`src/rtl/imem_pkg.sv`:
```
// rtl/imem_pkg.sv - shared types and constants for the instruction-memory loader
package imem_pkg;

    localparam int IMEM_DEPTH = 1024;
    localparam int XLEN       = 32;

    typedef enum logic [2:0] {
        HDR,
        DATA,
        FLUSH,
        DONE,
        ERR
    } loader_state_t;

    typedef struct packed {
        logic            we;
        logic [XLEN-1:0] waddr;
        logic [XLEN-1:0] wdata;
    } imem_wr_t;

endpackage

```
`src/rtl/byte_assembler.sv`:
```
// rtl/byte_assembler.sv - little-endian byte-to-word assembler for header and data words
module byte_assembler
    import imem_pkg::*;
(
    input  logic            clk,
    input  logic            rst,
    input  logic            i_clr,
    input  logic [7:0]      i_data,
    input  logic            i_fire,
    output logic            o_word_valid,
    output logic [XLEN-1:0] o_word
);

    logic [1:0]  r_byte_cnt;
    logic [23:0] r_low;

    // The 4th byte is forwarded straight into the word so it is usable on its own edge.
    assign o_word_valid = i_fire && (r_byte_cnt == 2'd3);
    assign o_word       = {i_data, r_low};

    always_ff @(posedge clk) begin
        if (rst || i_clr) begin
            r_byte_cnt <= 2'd0;
            r_low      <= 24'd0;
        end else if (i_fire) begin
            r_byte_cnt <= r_byte_cnt + 2'd1;
            case (r_byte_cnt)
                2'd0:    r_low[7:0]   <= i_data;
                2'd1:    r_low[15:8]  <= i_data;
                2'd2:    r_low[23:16] <= i_data;
                default: r_low        <= r_low;
            endcase
        end
    end

endmodule

```
`src/rtl/imem_loader.sv`:
```
// rtl/imem_loader.sv - boot-time byte-stream loader that writes the instruction memory
module imem_loader
    import imem_pkg::*;
#(
    parameter int DEPTH  = IMEM_DEPTH,
    parameter int ADDR_W = XLEN
) (
    input  logic              clk,
    input  logic              rst,
    input  logic [7:0]        in_data,
    input  logic              in_valid,
    output logic              in_ready,
    input  logic              start,
    output logic              we,
    output logic [ADDR_W-1:0] waddr,
    output logic [31:0]       wdata,
    output logic              cpu_hold,
    output logic              done,
    output logic              error
);

    localparam int IDX_W = $clog2(DEPTH) + 1;

    loader_state_t   r_state;
    imem_wr_t        r_wr;
    logic            r_done;
    logic            r_error;
    logic            r_cpu_hold;
    logic [IDX_W-1:0] r_word_idx;
    logic [XLEN-1:0] r_n_words;

    logic            w_fire;
    logic            w_clr;
    logic            w_word_valid;
    logic [XLEN-1:0] w_word;
    logic            w_last;

    assign in_ready = !rst && (r_state == HDR || r_state == DATA);
    assign w_fire   = in_valid && in_ready;
    assign w_clr    = start && (r_state == DONE || r_state == ERR);
    assign w_last   = ({{(XLEN-IDX_W){1'b0}}, r_word_idx} == (r_n_words - XLEN'(1)));

    byte_assembler u_asm (
        .clk          (clk),
        .rst          (rst),
        .i_clr        (w_clr),
        .i_data       (in_data),
        .i_fire       (w_fire),
        .o_word_valid (w_word_valid),
        .o_word       (w_word)
    );

    always_ff @(posedge clk) begin
        if (rst) begin
            r_state    <= HDR;
            r_wr       <= '0;
            r_done     <= 1'b0;
            r_error    <= 1'b0;
            r_cpu_hold <= 1'b1;
            r_word_idx <= '0;
            r_n_words  <= '0;
        end else begin
            r_wr.we <= 1'b0;
            unique case (r_state)
                HDR: begin
                    if (w_word_valid) begin
                        r_n_words <= w_word;
                        if (w_word == '0) begin
                            r_state <= FLUSH;
                        end else if (w_word > XLEN'(DEPTH)) begin
                            r_state <= ERR;
                            r_error <= 1'b1;
                        end else begin
                            r_state <= DATA;
                        end
                    end
                end
                DATA: begin
                    if (w_word_valid) begin
                        r_wr.we    <= 1'b1;
                        r_wr.waddr <= XLEN'({r_word_idx, 2'b00});
                        r_wr.wdata <= w_word;
                        r_word_idx <= r_word_idx + IDX_W'(1);
                        if (w_last) begin
                            r_state <= FLUSH;
                        end
                    end
                end
                // The final write pulse is on the port during this cycle, so the core stays held.
                FLUSH: begin
                    r_state    <= DONE;
                    r_done     <= 1'b1;
                    r_cpu_hold <= 1'b0;
                end
                DONE, ERR: begin
                    if (start) begin
                        r_state    <= HDR;
                        r_done     <= 1'b0;
                        r_error    <= 1'b0;
                        r_word_idx <= '0;
                        r_cpu_hold <= 1'b1;
                    end
                end
                default: r_state <= HDR;
            endcase
        end
    end

    assign we       = r_wr.we;
    assign waddr    = ADDR_W'(r_wr.waddr);
    assign wdata    = r_wr.wdata;
    assign cpu_hold = r_cpu_hold;
    assign done     = r_done;
    assign error    = r_error;

endmodule
```
`config.mk`:
```
export PLATFORM = sky130hd
export DESIGN_NAME = imem_loader
export DESIGN_NICKNAME = d
export VERILOG_FILES = /design/src/rtl/imem_pkg.sv /design/src/rtl/byte_assembler.sv /design/src/rtl/imem_loader.sv
export SDC_FILE = /design/constraint.sdc
export NUM_CORES = 1
export LEC_CHECK = 0
export CAP_MARGIN = 20
export CELL_PAD_IN_SITES_DETAIL_PLACEMENT = 0
export CELL_PAD_IN_SITES_GLOBAL_PLACEMENT = 2
export CORE_MARGIN = 3
export CORE_UTILIZATION = 28
export DETAILED_ROUTE_END_ITERATION = 7
export PLACE_DENSITY = 0.81
export SYNTH_ARGS = -nofsm -noshare
export SYNTH_HDL_FRONTEND = slang
export SYNTH_SLANG_ARGS = --single-unit
export TNS_END_PERCENT = 50
```
`constraint.sdc`:
```
create_clock -name clk -period 2 [get_ports clk]
set_input_delay 0.6 -clock clk [delete_from_list [all_inputs] [get_ports clk]]
set_output_delay 0.6 -clock clk [all_outputs]
set_load 0.02 [all_outputs]
```
==> out/results.tsv <==
metric	value	unit
Power Internal	4488	uW
syn_area_per_cell	7.792	sq um
drt pass-1 iters	4	
number of global-route vias before repair	5068	
final setup vio count	5	
max incr delay on CP	490	ps
FF-to-FF Start	r_n_words[0]	
switching power	1282	uW
area grow syn2layout	40.11	%
commonest non-fill, non-tap cell in the layout	nand2_1	
Die Footprint	21280	sq um
Pins Over Slew Limit	0	
area used by multi-input combinational logic	2912	sq um
Synth Warn #	0	
DRT iter0 DRCs	251	
EDFF count, synth	0	
Seq pwr share	41.7	%
CTS tree	yes	
Worst-Skew Late Latency	410	ps
gr usage total	15.34	%
Comb power frac	4.6	%
grt ovf	0	
Placement Cell Area	6849	sq um
initial core utilization	28.90	%
clock root cell	clkbuf_16	
Worst EP arrival	2720	ps
initial antenna violation count	0	
DRT Wirelength	16.08	mm
mapped cell area	5478	sq um
largest net degree at the start of global routing	48	
Worst Path Max Fanout	5	
asr flop ratio synth	0	%
met3 usage	3.363	%
Die X	145.9	um
cell row count	50	
final worst-path cycle share	118.9	%
Peak Freq	0.4207	GHz
Core ar.	18960	sq um
status	finished, violations left	
Synth Instances	703	
Crit-path slowest cell	or4b_4	
endpoint of the worst register-to-register path	r_state[1]	
most frequent cells in the layout	189 x nand2_1, 116 x dfxtp_1, 108 x a21oi_1, 89 x buf_4, 36 x clkdlybuf4s50_1	
Pwr Density	751.8	nW/um^2
Fin. Hold Viols	0	
fillers	1948	
critical-path cell list	inv_2 -> ha_4 -> or4b_4 -> nor3_4 -> xor2_1 -> o31ai_2 -> a31oi_4 -> or4b_1 -> o21ai_1	
worst reg-to-reg path cell count	9	
Hold Path Stages	2	
Synth Register Bits	119	
DRT antenna net count	0	
Top FF cell, synth	dfxtp_1	
Clk pwr share	53.7	%
port buffer count	59	
Vias/cell	4.749	
failing checks	negative setup slack	
min Tclk post-route	2377	ps
Pleak	0.003211	uW
CTS HTree Levels	4	
first-pass GRT wire length	26.45	mm
fraction of layout cells with a size suffix above 1	20.62	%
Hold Path Class	reg2reg	
GP Congestion	0.8345	
Vias	5243	
hold path startpoint	wdata[31]	
Cell variety after synth	62	
TritonCTS buffer count	17	
global route hottest layer	met2	
chip height	145.9	um
number of diodes	0	
Clock transition at path regs	50	ps
DR WL/cell	14.57	um
CP Launch Type	flip-flop	
DRC	0	
Critical Path Sink Type	flip-flop	
RSZ-0062 raised after global routing	yes	
worst vdd ir	0.5016	mV
register area	2389	sq um
HPWL Detailed	11.93	mm
Final WS setup	-377.1	ps
Crit Path Class	reg2reg	
Final nets	849	
deepest clock path buffer count	2	
final cell utilization of the core	40.49	%
routing usage on met1	19.49	%
r2r setup slk	-380	ps
IO Count	81	
Seq/Total Area, Yosys	43.49	%
clk_skew	4.995	ps
CTS Sinks	119	
Final Instance Area	7675	sq um
Max Cap Violations	0	
hold endpoint	wdata[31]	
met2 usage	25.59	%
sw frac	22.22	%
WP data required	2340	ps
number of hold buffers added after cts	0	
DP Worst Slack	-648.2	ps
worst max-delay path: cells and delay by family (launching register included):
kind | cells | cell delay [ps]
DFF | 1 | 360
AOI/OAI and AO/OA | 3 | 490
and+or+nand+nor | 3 | 1160
xor gates and xnor gates | 1 | 100
adders and majority gates | 1 | 130
buffers and inverters | 1 | 70
cell usage after synthesis, types with 4 or more instances:
cell type / instances / area (sq um)
nand2_1: 190 / 713.2
dfxtp_1: 119 / 2382
a21oi_1: 111 / 555.5
clkbuf_1: 35 / 131.4
nand3_1: 31 / 155.2
nor2_1: 30 / 112.6
buf_4: 23 / 172.7
nor3_1: 12 / 60.06
xor2_1: 12 / 105.1
inv_1: 11 / 41.29
nor4_1: 11 / 68.82
o21ai_0: 11 / 55.05
xnor2_1: 10 / 87.58
nand4_1: 8 / 50.05
and3_1: 6 / 37.54
ha_1: 6 / 75.07
or3_1: 5 / 31.28
nor2b_1: 4 / 25.02
or4_1: 4 / 30.03
through the flow:
stage                     instances  TNS, ps  total power, uW  hold WS (ps)
after global routing           1104    -1633             5979         476.1
after CTS                      1100   -778.8             5841         457.1
final                          1104   -712.2             5770         451.9
after global placement         1068   -27420             2715         440.4
after detailed placement       1068   -29830             2719         444.9
after floorplan                 723   -788.0             2640         443.4
area by class of cell:
class | instances | area share (%)
clock inverter | 13 | 2.005
inverter | 11 | 0.5380
multi-input combinational | 528 | 37.94
tap | 260 | 4.239
clock buffer | 19 | 5.902
timing repair buffer | 154 | 18.26
sequential | 119 | 31.12
routing by layer:
| layer | share of wire [%] | vias to the layer above |
|---|---|---|
| met2 | 49 | 98 |
| met1 | 46 | 2494 |
| met3 | 3.0 | 19 |
| met4 | 1.7 | 0 |
| li1 | - | 2632 |
| met5 | 0 | - |
timing repair:
action / in CTS / in global routing
resized for setup: 6 / 48
setup endpoints to repair: 4 / 57
buffers inserted: 0 / 4
pin swaps: 1 / 11
cloned: 0 / 0
kinds of logic after synthesis:
logic type                 share of synthesized area, %
AOI/OAI and AO/OA                                 14.53
xor gates and xnor gates                          3.518
adders and majority gates                         1.370
buffers and inverters                             7.264
DFF                                               43.49
muxes                                            0.3883
other                                           0.06846
and+or+nand+nor                                   29.37
registers in the layout, indices dropped and copies added (netlist names), 2 cells and up:
register	cells
r_n_words	32
r_state	3
r_word_idx	11
u_asm.r_byte_cnt	2
u_asm.r_low	24
waddr	11
wdata	32
power groups by stage:
stage                     Clock (uW)  Sequential [uW]  Combinational, uW
after global placement             0             2460                256
after floorplan                    0             2450                187
after global routing            3280             2410                290
after detailed placement           0             2460                258
after CTS                       3170             2410                259
final                           3100             2410                264
how the worst max path moves through the flow:
| stage | startpoint | endpoint | slack (ps) |
|---|---|---|---|
| global placement | in_data[0] | r_state[0] | -700 |
| CTS | r_n_words[6] | r_state[1] | -380 |
| global route | r_n_words[0] | r_state[1] | -480 |
| detailed placement | in_data[0] | r_state[0] | -650 |
| floorplan | r_n_words[1] | r_state[1] | -220 |
| finish | r_n_words[0] | r_state[1] | -380 |
Power figures use the tool's default switching activity.
